File: config.mk
export PLATFORM = sky130hd
export DESIGN_NAME = lsu_mem_stage_flat
export DESIGN_NICKNAME = d
export VERILOG_FILES = /design/src/rtl/lsu_mem_stage_if.sv /design/src/rtl/lsu_mem_stage.sv /design/src/flat_wrapper.sv
export SDC_FILE = /design/constraint.sdc
export NUM_CORES = 1
export LEC_CHECK = 0
export ABC_CLOCK_PERIOD_IN_PS = 7000
export CAP_MARGIN = 20
export CORE_MARGIN = 8
export CORE_UTILIZATION = 53
export DETAILED_ROUTE_END_ITERATION = 12
export GPL_TIMING_DRIVEN = 0
export PLACE_DENSITY = 0.85
export RECOVER_POWER = 50
export SYNTH_ARGS = -nofsm -noshare
export SYNTH_HDL_FRONTEND = slang
export SYNTH_SLANG_ARGS = --single-unit
File: constraint.sdc
create_clock -name clk -period 7 [get_ports clk]
set_clock_uncertainty 0.05 [all_clocks]
set_input_delay 1.4 -clock clk [delete_from_list [all_inputs] [get_ports clk]]
set_output_delay 1.4 -clock clk [all_outputs]
set_load 0.02 [all_outputs]
File: src/rtl/lsu_mem_stage_if.sv
// Signal bundle for the memory-access stage: upstream beat, data-memory bus and writeback beat.
// The master modport is the stage itself; the slave modport is its surroundings.
interface lsu_mem_stage_if;
  logic        in_valid;
  logic        in_ready;
  logic [4:0]  opcode;
  logic [2:0]  func3;
  logic [31:0] alu_out;
  logic [31:0] store_data;
  logic [4:0]  rd;

  logic        mem_req;
  logic        mem_we;
  logic [31:0] mem_addr;
  logic [3:0]  mem_be;
  logic [31:0] mem_wdata;
  logic        mem_ack;
  logic [31:0] mem_rdata;

  logic        out_valid;
  logic        out_ready;
  logic [31:0] out_data;
  logic [4:0]  out_rd;
  logic        out_wen;
  logic [1:0]  out_exc;

  modport master (
    input  in_valid, opcode, func3, alu_out, store_data, rd,
    input  mem_ack, mem_rdata, out_ready,
    output in_ready, mem_req, mem_we, mem_addr, mem_be, mem_wdata,
    output out_valid, out_data, out_rd, out_wen, out_exc
  );

  modport slave (
    output in_valid, opcode, func3, alu_out, store_data, rd,
    output mem_ack, mem_rdata, out_ready,
    input  in_ready, mem_req, mem_we, mem_addr, mem_be, mem_wdata,
    input  out_valid, out_data, out_rd, out_wen, out_exc
  );
endinterface

File: src/rtl/lsu_mem_stage.sv
// RV32I memory-access stage: issues loads/stores over a req/ack bus with lane steering,
// extension, misalignment/illegal-width checks and a bus timeout; emits one registered writeback beat.
module lsu_mem_stage #(
  parameter int unsigned TIMEOUT = 255
) (
  input logic             clk,
  input logic             rst_n,
  lsu_mem_stage_if.master bus
);

  typedef enum logic {IDLE, BUS} state_t;

  localparam logic [4:0] OP_LOAD      = 5'b00000;
  localparam logic [4:0] OP_STORE     = 5'b01000;
  localparam logic [1:0] EXC_NONE     = 2'b00;
  localparam logic [1:0] EXC_MISALIGN = 2'b01;
  localparam logic [1:0] EXC_TIMEOUT  = 2'b10;
  localparam logic [1:0] EXC_ILLEGAL  = 2'b11;

  state_t      state;
  logic [31:0] tmo_cnt;
  logic        req_load;
  logic [2:0]  req_func3;
  logic [1:0]  req_lane;
  logic [4:0]  req_rd;

  logic        accept;
  logic        is_load;
  logic        is_store;
  logic        func3_bad;
  logic        misaligned;
  logic        tmo_hit;
  logic [3:0]  be_next;
  logic [31:0] wdata_next;
  logic [15:0] rdata_shift;
  logic [31:0] load_result;

  assign bus.in_ready = (state == IDLE) && (!bus.out_valid || bus.out_ready);
  assign accept       = bus.in_valid && bus.in_ready;
  assign is_load      = (bus.opcode == OP_LOAD);
  assign is_store     = (bus.opcode == OP_STORE);
  assign tmo_hit      = (TIMEOUT != 32'd0) && ((tmo_cnt + 32'd1) == TIMEOUT);

  // Width decode of the incoming beat: legality, alignment, lane enables and replicated store data.
  always_comb begin
    func3_bad  = 1'b0;
    misaligned = 1'b0;
    be_next    = 4'b0000;
    wdata_next = 32'h0000_0000;
    if (is_load) begin
      func3_bad = (bus.func3 == 3'b011) || (bus.func3 == 3'b110) || (bus.func3 == 3'b111);
    end else if (is_store) begin
      func3_bad = bus.func3[2] || (bus.func3[1:0] == 2'b11);
    end
    case (bus.func3[1:0])
      2'b00: begin
        be_next    = 4'b0001 << bus.alu_out[1:0];
        wdata_next = {4{bus.store_data[7:0]}};
      end
      2'b01: begin
        misaligned = bus.alu_out[0];
        be_next    = bus.alu_out[1] ? 4'b1100 : 4'b0011;
        wdata_next = {2{bus.store_data[15:0]}};
      end
      default: begin
        misaligned = |bus.alu_out[1:0];
        be_next    = 4'b1111;
        wdata_next = bus.store_data;
      end
    endcase
    if (!is_store) begin
      wdata_next = 32'h0000_0000;
    end
  end

  // Halfword accesses are always lane-aligned here, so the byte shift also serves them.
  assign rdata_shift = 16'(bus.mem_rdata >> {req_lane, 3'b000});

  always_comb begin
    load_result = bus.mem_rdata;
    case (req_func3[1:0])
      2'b00:   load_result = {{24{!req_func3[2] && rdata_shift[7]}}, rdata_shift[7:0]};
      2'b01:   load_result = {{16{!req_func3[2] && rdata_shift[15]}}, rdata_shift[15:0]};
      default: load_result = bus.mem_rdata;
    endcase
  end

  always_ff @(posedge clk or negedge rst_n) begin
    if (!rst_n) begin
      state         <= IDLE;
      tmo_cnt       <= 32'd0;
      req_load      <= 1'b0;
      req_func3     <= 3'b000;
      req_lane      <= 2'b00;
      req_rd        <= 5'd0;
      bus.mem_req   <= 1'b0;
      bus.mem_we    <= 1'b0;
      bus.mem_addr  <= 32'h0000_0000;
      bus.mem_be    <= 4'b0000;
      bus.mem_wdata <= 32'h0000_0000;
      bus.out_valid <= 1'b0;
      bus.out_data  <= 32'h0000_0000;
      bus.out_rd    <= 5'd0;
      bus.out_wen   <= 1'b0;
      bus.out_exc   <= EXC_NONE;
    end else begin
      if (bus.out_valid && bus.out_ready) begin
        bus.out_valid <= 1'b0;
      end
      case (state)
        IDLE: begin
          if (accept) begin
            if (!is_load && !is_store) begin
              bus.out_valid <= 1'b1;
              bus.out_data  <= bus.alu_out;
              bus.out_rd    <= bus.rd;
              bus.out_wen   <= (bus.rd != 5'd0);
              bus.out_exc   <= EXC_NONE;
            end else if (func3_bad || misaligned) begin
              // Rejected accesses report the faulting address and never reach memory.
              bus.out_valid <= 1'b1;
              bus.out_data  <= bus.alu_out;
              bus.out_rd    <= bus.rd;
              bus.out_wen   <= 1'b0;
              bus.out_exc   <= func3_bad ? EXC_ILLEGAL : EXC_MISALIGN;
            end else begin
              state         <= BUS;
              tmo_cnt       <= 32'd0;
              req_load      <= is_load;
              req_func3     <= bus.func3;
              req_lane      <= bus.alu_out[1:0];
              req_rd        <= bus.rd;
              bus.mem_req   <= 1'b1;
              bus.mem_we    <= is_store;
              bus.mem_addr  <= {bus.alu_out[31:2], 2'b00};
              bus.mem_be    <= be_next;
              bus.mem_wdata <= wdata_next;
            end
          end
        end
        BUS: begin
          if (bus.mem_ack) begin
            state         <= IDLE;
            tmo_cnt       <= 32'd0;
            bus.mem_req   <= 1'b0;
            bus.out_valid <= 1'b1;
            bus.out_rd    <= req_rd;
            bus.out_exc   <= EXC_NONE;
            bus.out_data  <= req_load ? load_result : 32'h0000_0000;
            bus.out_wen   <= req_load && (req_rd != 5'd0);
          end else if (tmo_hit) begin
            state         <= IDLE;
            tmo_cnt       <= 32'd0;
            bus.mem_req   <= 1'b0;
            bus.out_valid <= 1'b1;
            bus.out_rd    <= req_rd;
            bus.out_exc   <= EXC_TIMEOUT;
            bus.out_data  <= 32'h0000_0000;
            bus.out_wen   <= 1'b0;
          end else begin
            tmo_cnt <= tmo_cnt + 32'd1;
          end
        end
      endcase
    end
  end

endmodule

File: src/flat_wrapper.sv
// flat-port wrapper written by rule: the top's interface ports become plain ports
module lsu_mem_stage_flat 
#(
  parameter int unsigned TIMEOUT = 255
)
  (clk, rst_n, bus_in_valid, bus_opcode, bus_func3, bus_alu_out, bus_store_data, bus_rd, bus_mem_ack, bus_mem_rdata, bus_out_ready, bus_in_ready, bus_mem_req, bus_mem_we, bus_mem_addr, bus_mem_be, bus_mem_wdata, bus_out_valid, bus_out_data, bus_out_rd, bus_out_wen, bus_out_exc);
  lsu_mem_stage_if bus_i ();
  input logic clk;
  input logic rst_n;
  input wire logic [$bits(bus_i.in_valid)-1:0] bus_in_valid;
  input wire logic [$bits(bus_i.opcode)-1:0] bus_opcode;
  input wire logic [$bits(bus_i.func3)-1:0] bus_func3;
  input wire logic [$bits(bus_i.alu_out)-1:0] bus_alu_out;
  input wire logic [$bits(bus_i.store_data)-1:0] bus_store_data;
  input wire logic [$bits(bus_i.rd)-1:0] bus_rd;
  input wire logic [$bits(bus_i.mem_ack)-1:0] bus_mem_ack;
  input wire logic [$bits(bus_i.mem_rdata)-1:0] bus_mem_rdata;
  input wire logic [$bits(bus_i.out_ready)-1:0] bus_out_ready;
  output wire logic [$bits(bus_i.in_ready)-1:0] bus_in_ready;
  output wire logic [$bits(bus_i.mem_req)-1:0] bus_mem_req;
  output wire logic [$bits(bus_i.mem_we)-1:0] bus_mem_we;
  output wire logic [$bits(bus_i.mem_addr)-1:0] bus_mem_addr;
  output wire logic [$bits(bus_i.mem_be)-1:0] bus_mem_be;
  output wire logic [$bits(bus_i.mem_wdata)-1:0] bus_mem_wdata;
  output wire logic [$bits(bus_i.out_valid)-1:0] bus_out_valid;
  output wire logic [$bits(bus_i.out_data)-1:0] bus_out_data;
  output wire logic [$bits(bus_i.out_rd)-1:0] bus_out_rd;
  output wire logic [$bits(bus_i.out_wen)-1:0] bus_out_wen;
  output wire logic [$bits(bus_i.out_exc)-1:0] bus_out_exc;
  assign bus_i.in_valid = bus_in_valid;
  assign bus_i.opcode = bus_opcode;
  assign bus_i.func3 = bus_func3;
  assign bus_i.alu_out = bus_alu_out;
  assign bus_i.store_data = bus_store_data;
  assign bus_i.rd = bus_rd;
  assign bus_i.mem_ack = bus_mem_ack;
  assign bus_i.mem_rdata = bus_mem_rdata;
  assign bus_i.out_ready = bus_out_ready;
  assign bus_in_ready = bus_i.in_ready;
  assign bus_mem_req = bus_i.mem_req;
  assign bus_mem_we = bus_i.mem_we;
  assign bus_mem_addr = bus_i.mem_addr;
  assign bus_mem_be = bus_i.mem_be;
  assign bus_mem_wdata = bus_i.mem_wdata;
  assign bus_out_valid = bus_i.out_valid;
  assign bus_out_data = bus_i.out_data;
  assign bus_out_rd = bus_i.out_rd;
  assign bus_out_wen = bus_i.out_wen;
  assign bus_out_exc = bus_i.out_exc;
  lsu_mem_stage #(.TIMEOUT(TIMEOUT)) u_core (.clk(clk), .rst_n(rst_n), .bus(bus_i));
endmodule
* Word-level counts from Yosys, hierarchy flattened
Cells that the tools add are included.
** Word-level totals
- Flip-flop bits (word level) :: 153
- Input bits :: 114
- Output and inout port bits :: 112
- Logic and storage cells :: 119
** Cells by class
- Add/subtract/negate cells :: 1
- Eq/ne operators :: 13
- Shift-type cells :: 2
- Mux-type cells :: 58
- Bitwise gates (word level) :: 3
- Reduce and logical (&&, ||, !) cells :: 26
** Operators with widths (count)
- $mux W32 :: 12
- $pmux W32 S2 :: 4
- $add A32 B1 Y32 const B :: 1
- $eq A32 B8 Y1 const B :: 1
- $shr A32 B5 Y16 :: 1
- $mux W5 :: 5
- $mux W1 :: 22
- $mux W2 :: 6
- $pmux W1 S2 :: 5
- $pmux W5 S2 :: 1
- $reduce_bool A5 Y1 :: 2
- $pmux W4 S2 :: 1
- $reduce_and A4 Y1 :: 2
- $logic_and A1 B1 Y1 :: 7
- $eq A3 B3 Y1 const B :: 2
- $ne A3 B3 Y1 const B :: 2
- $reduce_and A3 Y1 :: 2
- $eq A5 B4 Y1 const B :: 1
- $logic_not A5 Y1 :: 1
- $logic_or A1 B1 Y1 :: 5
- $eq A2 B1 Y1 const B :: 2
- $logic_not A1 Y1 :: 4
- $logic_not A2 Y1 :: 2
- $mux W4 :: 1
- 8 further kinds :: 11

* Logic depth before layout (Yosys ltp)
Gate-level depths: netlist of the first run.
- Depth after elaboration :: 9
- Depth in mapped cells :: 11
- Depth with buffers taken out :: 10

* Worst setup path before layout of the first run
OpenSTA, ideal clock, no wires.
- Path kind :: input-to-reg
- Start point :: input port bus_func3[0]
- End point :: register u_core.tmo_cnt[16]
- Setup time :: 0.118 ns
- Data arrival time :: 3.402 ns
- Data required time :: 6.832 ns
- Path slack :: 3.430 ns
- Stages on the path :: 9
- Path buffers :: 3
- Path through :: clkbuf_1 nor2_1 o211ai_1 or2_2 clkbuf_1 nand2_1 clkbuf_1 o21ai_0 a21o_1
** On the way
- Word-level cells in the longest chain between the ends :: 7
- Elaborated cells on any way between the ends :: 15
- Classes of those cells :: eq/ne: 6; mux: 3; reduce/logical: 6
** Ends and longest elaborated chain
- from (decl) :: RTL line flat_wrapper.sv:12 : input wire logic [$bits(bus_i.func3)-1:0] bus_func3;
- $eq A2 B2 Y1, or another cell as far along :: RTL line lsu_mem_stage.sv:53 : func3_bad = bus.func3[2] || (bus.func3[1:0] == 2'b11);
- $logic_or A1 B1 Y1, on equally long branches :: RTL line lsu_mem_stage.sv:53, lsu_mem_stage.sv:51
- $mux W1 or $logic_or A1 B1 Y1 (tied branches) :: RTL line lsu_mem_stage.sv:52, lsu_mem_stage.sv:51
- $mux W1 :: RTL line lsu_mem_stage.sv:50 : if (is_load) begin
- $logic_or A1 B1 Y1 (*) :: RTL line lsu_mem_stage.sv:119 : end else if (func3_bad || misaligned) begin
- $ne A2 B2 Y1 (no line) (*)
- $reduce_and A3 Y1 (no line) (*)
- to (signal assigned) :: RTL line lsu_mem_stage.sv:161 : tmo_cnt <= tmo_cnt + 32'd1;
- to (decl) :: RTL line lsu_mem_stage.sv:21 : logic [31:0] tmo_cnt;
Every way passes the cells marked *; elsewhere a longest branch is shown, timed or not.
A chain may end at the register's enable or synchronous reset.

* Worst setup path after layout of the first run
- Start point :: input port bus_out_ready
- End point :: output port bus_in_ready
** On the way
- Word-level cells in the longest chain between the ends :: 2
** Ends and longest elaborated chain
- from (decl) :: RTL line flat_wrapper.sv:18 : input wire logic [$bits(bus_i.out_ready)-1:0] bus_out_ready;
- $logic_or A1 B1 Y1 :: RTL line lsu_mem_stage.sv:38 : assign bus.in_ready = (state == IDLE) && (!bus.out_valid || bus.out_ready);
- $logic_and A1 B1 Y1 :: RTL line lsu_mem_stage.sv:38
- to (decl) :: RTL line flat_wrapper.sv:19 : output wire logic [$bits(bus_i.in_ready)-1:0] bus_in_ready;
Every way passes these cells.

==> metrics.txt, run 1 <==
# TYPE chip_impl_metric gauge
chip_impl_info{name="status",value="completed"} 1
chip_impl_info{name="worst_path_most_repeated_cell",value="clkdlybuf4s50_1"} 1
chip_impl_info{name="clock_tree_from_tritoncts",value="done"} 1
chip_impl_metric{name="syn-cell-area",unit="sq um"} 8400
chip_impl_metric{name="routedWlPerCell",unit="microns"} 20.7
chip_impl_metric{name="finalNonFillerCells",unit=""} 1412
chip_impl_metric{name="worst-r2r-setup-slack",unit="ps"} 2920
chip_impl_metric{name="power_density",unit="nW/um^2"} 224
chip_impl_metric{name="fin_util",unit="%"} 73.2
chip_impl_metric{name="fillCellCount",unit=""} 1156
chip_impl_info{name="grt_setup_unrepaired",value="false"} 1
chip_impl_info{name="worstSetupStartpointType",value="input pin"} 1
chip_impl_info{name="worst-setup-path-type",value="input pin to output port"} 1
chip_impl_metric{name="placed_area",unit="sq um"} 10900
chip_impl_metric{name="power.switching_fraction",unit="%"} 29.9
chip_impl_metric{name="maximum_number_of_pins_on_one_net_before_global_route_repair",unit=""} 79
chip_impl_metric{name="final_layout_size_suffix_gt1_share",unit="%"} 5.43
chip_impl_metric{name="ports_placed_on_the_boundary",unit=""} 226
chip_impl_metric{name="route.detailed.vias_per_inst",unit=""} 5.92
chip_impl_metric{name="core_area",unit="sq um"} 15700
chip_impl_metric{name="wire_length_of_the_first_global_routing_pass",unit="mm"} 45.3
chip_impl_info{name="cp-startpoint",value="bus_out_ready"} 1
chip_impl_metric{name="critical_path.n_buffers_inverters",unit=""} 3
chip_impl_metric{name="worstPathMaxFanout",unit=""} 3
chip_impl_metric{name="dpl.cell_count",unit=""} 1380
chip_impl_metric{name="number_of_global_route_vias_before_repair",unit=""} 8257
chip_impl_metric{name="floorplan.die.height",unit="microns"} 142
chip_impl_info{name="hold_path.startpoint",value="u_core.bus.mem_be[1]$_DFFE_PN0P_"} 1
chip_impl_metric{name="tightestPinTransition",unit="ps"} 1090
chip_impl_metric{name="place_ws",unit="ps"} 2480
chip_impl_metric{name="synth-edff-count",unit=""} 0
chip_impl_metric{name="synth_seq_cells",unit=""} 153
chip_impl_metric{name="combinational_share_of_power",unit="%"} 24.0
chip_impl_metric{name="post-cts-setup-buffer-count",unit=""} 0
chip_impl_metric{name="port_buffers",unit=""} 221
chip_impl_metric{name="synthesis.area_per_instance",unit="sq um"} 8.94
chip_impl_metric{name="cts_buffers",unit=""} 17
chip_impl_metric{name="dpl.hpwl",unit="mm"} 22.1
chip_impl_metric{name="clk_pin_slew_worst_paths",unit="ps"} 60
chip_impl_metric{name="cts-htree-levels",unit=""} 4
chip_impl_metric{name="slew_viol_final",unit=""} 0
chip_impl_metric{name="slowest_delay",unit="ps"} 690
chip_impl_info{name="cp_slowest_cell",value="clkdlybuf4s50_1"} 1
chip_impl_metric{name="max-vdd-ir-drop",unit="mV"} 0.182
chip_impl_metric{name="worst-r2r-cell-count",unit=""} 10
chip_impl_metric{name="setup_violations",unit=""} 0
chip_impl_info{name="regToRegEndpoint",value="u_core.bus.out_data[18]$_DFFE_PN0P_"} 1
chip_impl_metric{name="width_of_the_die",unit="microns"} 142
chip_impl_metric{name="drtAntennaViolNets",unit=""} 0
chip_impl_metric{name="detail_route.wirelength",unit="mm"} 29.2
chip_impl_metric{name="dieArea",unit="sq um"} 20100
chip_impl_info{name="reg2reg_from",value="u_core.tmo_cnt[0]$_DFFE_PN0P_"} 1
chip_impl_metric{name="maximum_frequency_from_static_timing_analysis",unit="MHz"} 227
chip_impl_metric{name="remaining_drc_errors",unit=""} 0
chip_impl_metric{name="cts_resized",unit=""} 0
chip_impl_info{name="clk_root_buffer_cell",value="clkbuf_16"} 1
chip_impl_metric{name="synthToLayoutAreaGrowth",unit="%"} 36.9
chip_impl_metric{name="p_leak",unit="nW"} 5.23
chip_impl_metric{name="share_seq_of_total_power",unit="%"} 40.1
chip_impl_metric{name="yosys_warnings",unit=""} 0
chip_impl_metric{name="synthArstFlopShare",unit="%"} 100
chip_impl_metric{name="drt_iter0_markers",unit=""} 766
chip_impl_metric{name="number_of_instances_in_the_synthesized_netlist",unit=""} 940
chip_impl_metric{name="cts.path.max_buffers",unit=""} 2
chip_impl_metric{name="grt-ovfl-total",unit=""} 0
chip_impl_metric{name="worst_slew_margin_rel",unit="%"} 26.9
chip_impl_metric{name="grtUsageTotal",unit="%"} 29.1
chip_impl_metric{name="post-route-worst-setup-slack",unit="ps"} 2590
chip_impl_metric{name="fin_crit",unit="ps"} 4410
chip_impl_metric{name="timing.critical_path.required",unit="ps"} 5550
chip_impl_metric{name="cts.sink_count",unit=""} 153
chip_impl_metric{name="cp_data_arrival_time",unit="ps"} 2960
chip_impl_metric{name="total_switching_power",unit="mW"} 0.771
chip_impl_metric{name="worstSkewPairLatency",unit="ps"} 430
chip_impl_metric{name="finalWeightedCongestion",unit=""} 0.930
chip_impl_metric{name="layout.nets",unit=""} 1299
chip_impl_metric{name="hold_viol",unit=""} 0
chip_impl_metric{name="dr.pass1.iters",unit=""} 5
chip_impl_metric{name="cellInternalPower",unit="mW"} 1.80
chip_impl_info{name="dominantRegCellSynth",value="dfrtp_1"} 1
chip_impl_metric{name="report.power.total",unit="mW"} 2.58
chip_impl_metric{name="max_cap_violations",unit=""} 0
chip_impl_metric{name="floorplan.initialDensity",unit="%"} 53.5
chip_impl_info{name="worst_setup_path_endpoint",value="bus_in_ready"} 1
chip_impl_metric{name="diodes",unit=""} 0
chip_impl_metric{name="synth.yosys.seq_area_share",unit="%"} 45.6
chip_impl_metric{name="routed-via-count",unit=""} 8353
chip_impl_info{name="critical_path.endpoint_type",value="output port"} 1
chip_impl_metric{name="clkPwrFrac",unit="%"} 36.0
chip_impl_metric{name="grt_antenna_before_repair",unit=""} 0
chip_impl_info{name="cpLargestDelayFamily",value="buffers and inverters"} 1
chip_impl_info{name="crit_path_cell_trace",value="clkdlybuf4s50_1 -> inv_1 -> a21oi_1 -> clkdlybuf4s50_1"} 1
chip_impl_metric{name="whs",unit="ps"} 414
chip_impl_metric{name="post-route-cell-area",unit="sq um"} 11500
chip_impl_info{name="hold_path.class",value="register to register"} 1
chip_impl_metric{name="ys_types",unit=""} 64
chip_impl_metric{name="cp_depth",unit=""} 4
chip_impl_metric{name="hold_buffers",unit=""} 0
chip_impl_metric{name="std_cell_rows",unit=""} 46
chip_impl_metric{name="timing.final.crit_share",unit="%"} 63.0
chip_impl_metric{name="fin_tns_setup",unit="ps"} 0
[per-layer routing]
metal	share of wire (%)	global-route usage, %	up-vias
met4	3.2	10.8	0
met3	9.4	9.81	66
li1	-	-	3819
met5	0	0	-
met1	40	36.1	4071
met2	47	46.2	397
[area by class of cell]
class / count / area [sq um] / area share (%)
flip-flops and latches: 153 / 3830 / 33.3
inverters: 17 / 63.8 / 0.555
well taps: 216 / 270 / 2.35
plain buffers: 70 / 302 / 2.62
repair buffers: 223 / 2250 / 19.5
multi-input cells: 701 / 4210 / 36.6
clock inverters: 9 / 115 / 1.00
clock buffers: 23 / 468 / 4.07
[power by group through the flow]
stage	combinational (mW)	sequential [mW]	clock [mW]
2_1_floorplan	0.203	1.13	0
3_3_place_gp	0.617	1.04	0
3_5_place_dp	0.629	1.05	0
4_1_cts	0.634	1.03	0.931
5_1_grt	0.660	1.04	0.972
6_report	0.617	1.03	0.926
[placed cells by master (no fill, tap or decap), drive strengths merged, types with 3 or more instances in the layout]
master	n
clkdlybuf4s50	165
or4	7
nand3	35
clkinv	3
dfrtp	153
or2	3
nor2b	17
and3	14
nand2	189
nand4	7
o2bb2ai	18
nor4	8
o21ai	81
o211ai	4
nor3b	8
and2	7
or3	12
clkbuf	76
mux2	36
nor3	14
buf	20
o2111ai	3
and4	3
o221ai	7
xnor2	3
nor2	61
o31ai	6
dlygate4sd3	55
mux2i	40
nand2b	6
a2bb2oi	5
a211oi	5
a21o	16
a22o	18
a21oi	37
a211o	8
inv	19
[Yosys cell counts, types with 6 or more instances]
master     number  share of area [%]
a211o_1         8               0.83
a21o_1         16                1.4
a21oi_1        37                2.2
a22o_1         18                1.9
and2_1          7               0.52
and3_1         14                1.0
buf_1           6               0.27
buf_2           6               0.36
clkbuf_1       52                2.3
dfrtp_1       153                 46
inv_1          17               0.76
mux2_1         29                3.9
mux2_2          7               0.94
mux2i_1        40                4.8
nand2_1       189                8.4
nand2b_1        6               0.45
nand3_1        34                2.0
nor2_1         61                2.7
nor2b_1        17                1.3
nor3_1         13               0.77
nor3b_1         8               0.72
nor4_1          6               0.45
o21ai_0        79                4.7
o221ai_1        7               0.73
o2bb2ai_1      18                1.9
or3_1          12               0.89
or4_1           7               0.63
[registers in the layout, summed over array words and instances, names as in the netlist]
name,count
u_core.bus.mem_be,4
u_core.bus.mem_we,1
u_core.bus.mem_req,1
u_core.bus.mem_wdata,32
u_core.req_load,1
u_core.bus.out_valid,1
u_core.bus.out_data,32
u_core.req_func3,3
u_core.req_rd,5
u_core.state,1
u_core.bus.out_wen,1
u_core.bus.mem_addr,30
u_core.tmo_cnt,32
u_core.req_lane,2
u_core.bus.out_exc,2
u_core.bus.out_rd,5
[worst min-delay path by stage]
stage	endpoint	slack [ps]	cells past startpoint
floorplan	u_core.req_load$_DFFE_PN0P_	390	2
global placement	u_core.bus.mem_be[1]$_DFFE_PN0P_	400	2
detailed placement	u_core.bus.mem_be[1]$_DFFE_PN0P_	410	2
CTS	u_core.bus.mem_be[1]$_DFFE_PN0P_	420	2
global route	u_core.bus.mem_addr[19]$_DFFE_PN0P_	450	2
finish	u_core.bus.mem_be[1]$_DFFE_PN0P_	410	2
[kinds of logic (layout without fill, tap and decap cells)]
group / Yosys count / in the layout / share of synthesized area (%)
XOR/XNOR: 4 / 4 / 0.417
AND/OR/NAND/NOR: 396 / 396 / 22.2
adder cells (fa/ha/maj): 2 / 2 / 0.298
multiplexers: 76 / 76 / 9.59
other: 1 / 2 / 0.0446
buffers and inverters: 87 / 342 / 4.35
flip-flops: 153 / 153 / 45.6
AO/OA/AOI/OAI: 221 / 221 / 17.5
[worst reg2reg max path: stages (launching register included)]
cell and delay, ps:
dfrtp_1 470, ha_1 270, nand3_1 230, nor4_2 780, nand4_1 330, mux2i_1 320, o211ai_1 180, o31a_1 370
o21ai_4 380, buf_6 230, mux2_1 350
Note: power is estimated with default switching activity, not from simulation.
==> inputs of run 2 (changes only) <==
- ABC_CLOCK_PERIOD_IN_PS: 7000 -> 4100
- CORE_UTILIZATION: 53 -> 49
- PLACE_DENSITY: 0.85 -> 0.79
- clock period: 7 -> 4.1 ns (I/O delays scaled with it)
==> metrics.txt, run 2 (synthesis gave the netlist of run 1 again) <==
# TYPE chip_impl_metric gauge
chip_impl_metric{name="drtAntennaViolNets",unit=""} 0
chip_impl_metric{name="power.switching_fraction",unit="%"} 30.2
chip_impl_metric{name="timing.critical_path.required",unit="ps"} 4360
chip_impl_metric{name="worstPathMaxFanout",unit=""} 10
chip_impl_metric{name="clk_pin_slew_worst_paths",unit="ps"} 70
chip_impl_metric{name="place_ws",unit="ps"} 145
chip_impl_metric{name="cts_buffers",unit=""} 17
chip_impl_metric{name="maximum_number_of_pins_on_one_net_before_global_route_repair",unit=""} 87
chip_impl_metric{name="p_leak",unit="nW"} 5.28
chip_impl_metric{name="detail_route.wirelength",unit="mm"} 29.7
chip_impl_info{name="worstSetupStartpointType",value="register"} 1
chip_impl_info{name="clock_tree_from_tritoncts",value="done"} 1
chip_impl_metric{name="final-seq-area",unit="sq um"} 3830
chip_impl_metric{name="max_cap_violations",unit=""} 1
chip_impl_info{name="most_common_cell_after_layout_fill_and_taps_aside",value="nand2_1"} 1
chip_impl_metric{name="post-route-worst-setup-slack",unit="ps"} 164
chip_impl_metric{name="max-vdd-ir-drop",unit="mV"} 0.329
chip_impl_metric{name="port_buffers",unit=""} 221
chip_impl_metric{name="setup_violations",unit=""} 0
chip_impl_metric{name="route.detailed.vias_per_inst",unit=""} 5.82
chip_impl_metric{name="grt_antenna_before_repair",unit=""} 0
chip_impl_metric{name="tightestPinTransition",unit="ps"} 1760
chip_impl_info{name="clk_root_buffer_cell",value="clkbuf_16"} 1
chip_impl_metric{name="dieArea",unit="sq um"} 21600
chip_impl_metric{name="worstSkewPairLatency",unit="ps"} 430
chip_impl_metric{name="ports_placed_on_the_boundary",unit=""} 226
chip_impl_metric{name="cellInternalPower",unit="mW"} 3.08
chip_impl_metric{name="drt_iter0_markers",unit=""} 698
chip_impl_metric{name="hold_viol",unit=""} 0
chip_impl_metric{name="dpl.hpwl",unit="mm"} 22.4
chip_impl_metric{name="cts.sink_count",unit=""} 153
chip_impl_metric{name="std_cell_rows",unit=""} 48
chip_impl_metric{name="core_area",unit="sq um"} 17100
chip_impl_info{name="critical_path.endpoint_type",value="register"} 1
chip_impl_metric{name="grt-ovfl-total",unit=""} 0
chip_impl_info{name="top_regs",value="u_core.bus.mem_wdata x32, u_core.bus.out_data x32, u_core.tmo_cnt x32"} 1
chip_impl_metric{name="dr.pass1.iters",unit=""} 7
chip_impl_info{name="status",value="finished, violations left"} 1
chip_impl_metric{name="width_of_the_die",unit="microns"} 147
chip_impl_metric{name="multiInputGateArea",unit="sq um"} 4230
chip_impl_metric{name="hold_buffers",unit=""} 0
chip_impl_metric{name="share_seq_of_total_power",unit="%"} 39.8
chip_impl_metric{name="cts.path.max_buffers",unit=""} 2
chip_impl_metric{name="worst_slew_margin_rel",unit="%"} -17.4
chip_impl_metric{name="grtUsageTotal",unit="%"} 27.2
chip_impl_metric{name="timing.hold.worst_path_depth",unit=""} 2
chip_impl_metric{name="finalWeightedCongestion",unit=""} 0.953
chip_impl_metric{name="routedWlPerCell",unit="microns"} 20.9
chip_impl_info{name="mostFrequentLayoutCells",value="nand2_1, clkdlybuf4s50_1, dfrtp_1"} 1
chip_impl_metric{name="fillCellCount",unit=""} 1398
chip_impl_info{name="violated_checks",value="max-capacitance violations, max-slew violations"} 1
chip_impl_metric{name="combinational_share_of_power",unit="%"} 23.8
chip_impl_metric{name="maximum_frequency_from_static_timing_analysis",unit="MHz"} 254
chip_impl_metric{name="cts-htree-levels",unit=""} 4
chip_impl_metric{name="fin_tns_setup",unit="ps"} 0
chip_impl_metric{name="remaining_drc_errors",unit=""} 0
chip_impl_info{name="worst-setup-path-type",value="register to register"} 1
chip_impl_metric{name="layout.nets",unit=""} 1300
chip_impl_metric{name="cp_data_arrival_time",unit="ps"} 4200
chip_impl_metric{name="number_of_global_route_vias_before_repair",unit=""} 8374
chip_impl_metric{name="diodes",unit=""} 0
chip_impl_metric{name="wire_length_of_the_first_global_routing_pass",unit="mm"} 46.4
chip_impl_metric{name="timing.final.crit_share",unit="%"} 96.0
chip_impl_metric{name="worst-r2r-cell-count",unit=""} 10
chip_impl_metric{name="floorplan.die.height",unit="microns"} 147
chip_impl_metric{name="floorplan.initialDensity",unit="%"} 49.2
chip_impl_info{name="hold_path.class",value="register to register"} 1
chip_impl_metric{name="fin_crit",unit="ps"} 3940
chip_impl_metric{name="clkPwrFrac",unit="%"} 36.4
chip_impl_metric{name="routed-via-count",unit=""} 8271
chip_impl_metric{name="total_switching_power",unit="mW"} 1.34
chip_impl_metric{name="slew_viol_final",unit=""} 69
chip_impl_metric{name="whs",unit="ps"} 421
chip_impl_metric{name="final_layout_size_suffix_gt1_share",unit="%"} 5.76
chip_impl_metric{name="power_density",unit="nW/um^2"} 383
chip_impl_metric{name="synthToLayoutAreaGrowth",unit="%"} 37.3
==> run 2: cell count changes in the layout (fill, tap and decap cells not counted), sizes merged <==
cell,before,now
clkbuf,76,75
clkinv,3,4
inv,19,21
buf,20,18
clkdlybuf4s15,0,1
==> run 2: worst paths after layout <==
path / end / slack [ps] / start
min reg2reg: u_core.bus.mem_addr[26]$_DFFE_PN0P_ / 420 / u_core.bus.mem_addr[26]$_DFFE_PN0P_
max: u_core.bus.out_data[31]$_DFFE_PN0P_ / 160 / u_core.tmo_cnt[10]$_DFFE_PN0P_
min: u_core.bus.mem_addr[26]$_DFFE_PN0P_ / 420 / u_core.bus.mem_addr[26]$_DFFE_PN0P_
max reg2reg: u_core.bus.out_data[31]$_DFFE_PN0P_ / 160 / u_core.tmo_cnt[10]$_DFFE_PN0P_
max in group asynchronous: u_core.tmo_cnt[17]$_DFFE_PN0P_ / 1080 / rst_n
min in group asynchronous: u_core.bus.mem_wdata[20]$_DFFE_PN0P_ / 780 / rst_n
==> run 2: layout make-up <==
cell class	count	area share, %
flip-flops and latches	153	33.2
clock buffers	20	3.96
plain buffers	70	2.61
clock inverters	12	1.19
well taps	225	2.44
multi-input cells	701	36.7
inverters	17	0.553
repair buffers	224	19.3
==> run 2: timing repair <==
action / 4_1_cts / 5_1_grt
buffers inserted: 0 / 0
endpoints found under the setup margin: 0 / 54
resized for setup: 0 / 3
==> run 2: routing by layer <==
metal	global-route usage, %	vias to the layer above	wire (microns)
li1	-	3813	-
met1	34.7	4022	12400
met2	43.0	370	13800
met3	7.60	66	2490
met4	11.0	0	958
met5	0	-	0
==> run 2: stage by stage <==
| stage | std cells | instance area, sq um | util [%] | total power [mW] |
|---|---|---|---|---|
| global route | 1422 | 11500 | 67.6 | 4.58 |
| global placement | 1387 | 10900 | 63.9 | 2.84 |
| detailed placement | 1390 | 10900 | 64.2 | 2.87 |
| CTS | 1422 | 11500 | 67.6 | 4.47 |
| floorplan | 941 | 8400 | - | 2.28 |
| finish | 1422 | 11500 | 67.6 | 4.42 |
==> run 2: power groups by stage <==
stage	Combinational, mW	Clock (mW)	Sequential [mW]
2_1_floorplan	0.347	0	1.94
3_3_place_gp	1.06	0	1.78
3_5_place_dp	1.08	0	1.79
4_1_cts	1.09	1.62	1.76
5_1_grt	1.13	1.68	1.78
6_report	1.05	1.61	1.76
==> run 2: critical path, cell delays in order (launching register included) <==
cell,delay (ps)
dfrtp_1,320
clkbuf_1,370
nand2_1,170
nor2_1,510
nand3_1,240
o2bb2ai_1,220
or4_1,590
o31a_1,400
o21ai_4,370
buf_6,220
mux2_1,350
==> inputs of run 3 (changes only) <==
- REMOVE_ABC_BUFFERS: unset -> 1
- SLEW_MARGIN: unset -> 20
==> metrics.txt, run 3 (synthesis gave the netlist of run 1 again) <==
# TYPE chip_impl_metric gauge
chip_impl_metric{name="std_cell_rows",unit=""} 48
chip_impl_info{name="status",value="finished, violations left"} 1
chip_impl_metric{name="tightestPinTransition",unit="ps"} 1740
chip_impl_info{name="regToRegEndpoint",value="u_core.bus.out_data[30]$_DFFE_PN0P_"} 1
chip_impl_metric{name="cts-htree-levels",unit=""} 4
chip_impl_metric{name="fin_tns_setup",unit="ps"} 0
chip_impl_metric{name="fin_crit",unit="ps"} 3880
chip_impl_metric{name="ports_placed_on_the_boundary",unit=""} 226
chip_impl_metric{name="worst-r2r-cell-count",unit=""} 10
chip_impl_metric{name="place_ws",unit="ps"} -554
chip_impl_info{name="cp-startpoint",value="u_core.tmo_cnt[2]$_DFFE_PN0P_"} 1
chip_impl_metric{name="slew_viol_final",unit=""} 69
chip_impl_info{name="top_regs",value="u_core.bus.mem_wdata x32, u_core.bus.out_data x32, u_core.tmo_cnt x32"} 1
chip_impl_metric{name="grt_antenna_before_repair",unit=""} 0
chip_impl_metric{name="grt-ovfl-total",unit=""} 0
chip_impl_metric{name="remaining_drc_errors",unit=""} 0
chip_impl_metric{name="dpl.hpwl",unit="mm"} 19.3
chip_impl_metric{name="cts_buffers",unit=""} 17
chip_impl_metric{name="port_buffers",unit=""} 223
chip_impl_metric{name="dieArea",unit="sq um"} 21600
chip_impl_metric{name="post-route-cell-area",unit="sq um"} 11400
chip_impl_info{name="worst_setup_path_endpoint",value="u_core.bus.out_data[30]$_DFFE_PN0P_"} 1
chip_impl_metric{name="finalNonFillerCells",unit=""} 1357
chip_impl_metric{name="core_area",unit="sq um"} 17100
chip_impl_metric{name="dpl.cell_count",unit=""} 1325
chip_impl_metric{name="maximum_number_of_pins_on_one_net_before_global_route_repair",unit=""} 87
chip_impl_metric{name="drtAntennaViolNets",unit=""} 0
chip_impl_metric{name="floorplan.die.height",unit="microns"} 147
chip_impl_info{name="cpLargestDelayFamily",value="simple AND/OR/NAND/NOR gates"} 1
chip_impl_metric{name="timing.final.crit_share",unit="%"} 94.5
chip_impl_metric{name="post-route-worst-setup-slack",unit="ps"} 224
chip_impl_info{name="worst-setup-path-type",value="register to register"} 1
chip_impl_metric{name="worstSkewPairLatency",unit="ps"} 430
chip_impl_metric{name="setup_violations",unit=""} 0
chip_impl_metric{name="number_of_global_route_vias_before_repair",unit=""} 7832
chip_impl_info{name="violated_checks",value="max-capacitance violations, max-slew violations"} 1
chip_impl_metric{name="hold_viol",unit=""} 0
chip_impl_metric{name="grtUsageTotal",unit="%"} 24.5
chip_impl_metric{name="diodes",unit=""} 0
chip_impl_metric{name="drt_iter0_markers",unit=""} 636
chip_impl_info{name="clk_root_buffer_cell",value="clkbuf_16"} 1
chip_impl_metric{name="cp_depth",unit=""} 10
chip_impl_metric{name="post-cts-setup-buffer-count",unit=""} 0
chip_impl_metric{name="final-seq-area",unit="sq um"} 3830
chip_impl_metric{name="max_cap_violations",unit=""} 1
chip_impl_metric{name="routed-via-count",unit=""} 7896
chip_impl_info{name="reg2reg_from",value="u_core.tmo_cnt[2]$_DFFE_PN0P_"} 1
chip_impl_metric{name="max-vdd-ir-drop",unit="mV"} 0.333
chip_impl_metric{name="dr.pass1.iters",unit=""} 5
chip_impl_metric{name="maximum_frequency_from_static_timing_analysis",unit="MHz"} 258
chip_impl_info{name="mostFrequentLayoutCells",value="nand2_1, clkdlybuf4s50_1, dfrtp_1"} 1
chip_impl_metric{name="finalWeightedCongestion",unit=""} 0.901
chip_impl_metric{name="cts.sink_count",unit=""} 153
chip_impl_metric{name="power_density",unit="nW/um^2"} 387
chip_impl_info{name="critical_path.endpoint_type",value="register"} 1
chip_impl_metric{name="critical_path.n_buffers_inverters",unit=""} 2
chip_impl_metric{name="final_layout_size_suffix_gt1_share",unit="%"} 6.63
chip_impl_info{name="worst_path_most_repeated_cell",value="buf_16"} 1
chip_impl_metric{name="worst-r2r-setup-slack",unit="ps"} 220
chip_impl_metric{name="clk_pin_slew_worst_paths",unit="ps"} 60
chip_impl_info{name="most_common_cell_after_layout_fill_and_taps_aside",value="nand2_1"} 1
chip_impl_metric{name="detail_route.wirelength",unit="mm"} 26.8
chip_impl_metric{name="width_of_the_die",unit="microns"} 147
chip_impl_metric{name="multiInputGateArea",unit="sq um"} 4300
chip_impl_metric{name="timing.critical_path.required",unit="ps"} 4360
chip_impl_info{name="worstSetupStartpointType",value="register"} 1
chip_impl_metric{name="p_leak",unit="nW"} 5.23
chip_impl_info{name="grt_setup_unrepaired",value="false"} 1
chip_impl_metric{name="routedWlPerCell",unit="microns"} 19.7
chip_impl_metric{name="cts.path.max_buffers",unit=""} 2
chip_impl_metric{name="synthToLayoutAreaGrowth",unit="%"} 36.2
chip_impl_metric{name="route.detailed.vias_per_inst",unit=""} 5.82
chip_impl_metric{name="slowest_delay",unit="ps"} 570
chip_impl_metric{name="fillCellCount",unit=""} 1359
chip_impl_info{name="clock_tree_from_tritoncts",value="done"} 1
chip_impl_metric{name="wire_length_of_the_first_global_routing_pass",unit="mm"} 42.8
chip_impl_metric{name="placed_area",unit="sq um"} 10800
chip_impl_info{name="hold_path.class",value="register to register"} 1
chip_impl_metric{name="cp_data_arrival_time",unit="ps"} 4140
chip_impl_metric{name="floorplan.initialDensity",unit="%"} 49.2
chip_impl_metric{name="worstPathMaxFanout",unit=""} 18
chip_impl_metric{name="layout.nets",unit=""} 1235
chip_impl_info{name="cp_slowest_cell",value="or4_1"} 1
chip_impl_metric{name="worst_slew_margin_rel",unit="%"} -16.2
chip_impl_info{name="crit_path_cell_trace",value="nand4_2 -> or3_1 -> a211oi_1 -> o2111ai_1 -> or4_1 -> o31a_1 -> o21ai_4 -> buf_16 -> buf_16 -> mux2_1"} 1
[run 3: cell types whose count changed in the layout (fill, tap and decap cells not counted), sizes merged]
cell	delta
clkinvlp	-1
clkbuf	-52
clkdlybuf4s15	-1
clkinv	+1
inv	-1
dlymetal6s2s	+1
buf	-12
[run 3: cell type report]
cell class | instances | share of cell area (%)
Clock buffer | 21 | 4.20
Clock inverter | 11 | 1.19
Inverter | 17 | 0.558
Multi-Input combinational cell | 701 | 37.6
Sequential cell | 153 | 33.5
Tap cell | 225 | 2.46
Timing Repair Buffer | 229 | 20.5
[run 3: worst min-delay path, cell delays in order, from the launching register on]
cell and delay, ps:
dfrtp_1 330, nand2_1 50, nand2_1 60
[run 3: metal layers]
layer	wire length, microns	share of wire [%]	track usage [%]
met4	643	2.4	8.72
met5	0	0	0
met3	2640	9.8	9.38
met2	12700	47	39.1
met1	10800	40	29.9
[run 3: repair_timing]
action                                  4_1_cts  5_1_grt
hold buffers                                  0        0
endpoints found under the setup margin       31       15
pin swaps                                     0        1
gates resized for setup                       2        8
hold endpoints to repair                      0        0
[run 3: worst min-delay path by stage]
| stage | endpoint | depth (start not counted) | start |
|---|---|---|---|
| finish | u_core.bus.mem_addr[18]$_DFFE_PN0P_ | 2 | u_core.bus.mem_addr[18]$_DFFE_PN0P_ |
| CTS | u_core.bus.out_wen$_DFFE_PN0P_ | 1 | rst_n |
| detailed placement | u_core.bus.mem_be[1]$_DFFE_PN0P_ | 2 | u_core.bus.mem_be[1]$_DFFE_PN0P_ |
| global route | u_core.bus.mem_addr[29]$_DFFE_PN0P_ | 2 | u_core.bus.mem_addr[29]$_DFFE_PN0P_ |
| floorplan | u_core.req_load$_DFFE_PN0P_ | 2 | u_core.req_load$_DFFE_PN0P_ |
| global placement | u_core.bus.mem_be[1]$_DFFE_PN0P_ | 2 | u_core.bus.mem_be[1]$_DFFE_PN0P_ |
[run 3: per-stage QoR]
stage / hold slack, ps / util, % / power [mW]
2_1_floorplan: 391 / - / 2.26
3_3_place_gp: 401 / 62.2 / 2.80
3_5_place_dp: 413 / 63.3 / 2.84
4_1_cts: 295 / 67.0 / 4.48
5_1_grt: 433 / 67.1 / 4.62
6_report: 420 / 67.1 / 4.43
[run 3: power by group]
part           leakage, nW  internal (mW)  switching, mW
combinational         2.91          0.483          0.516
sequential            2.01           1.66          0.123
clock                0.302          0.972          0.675
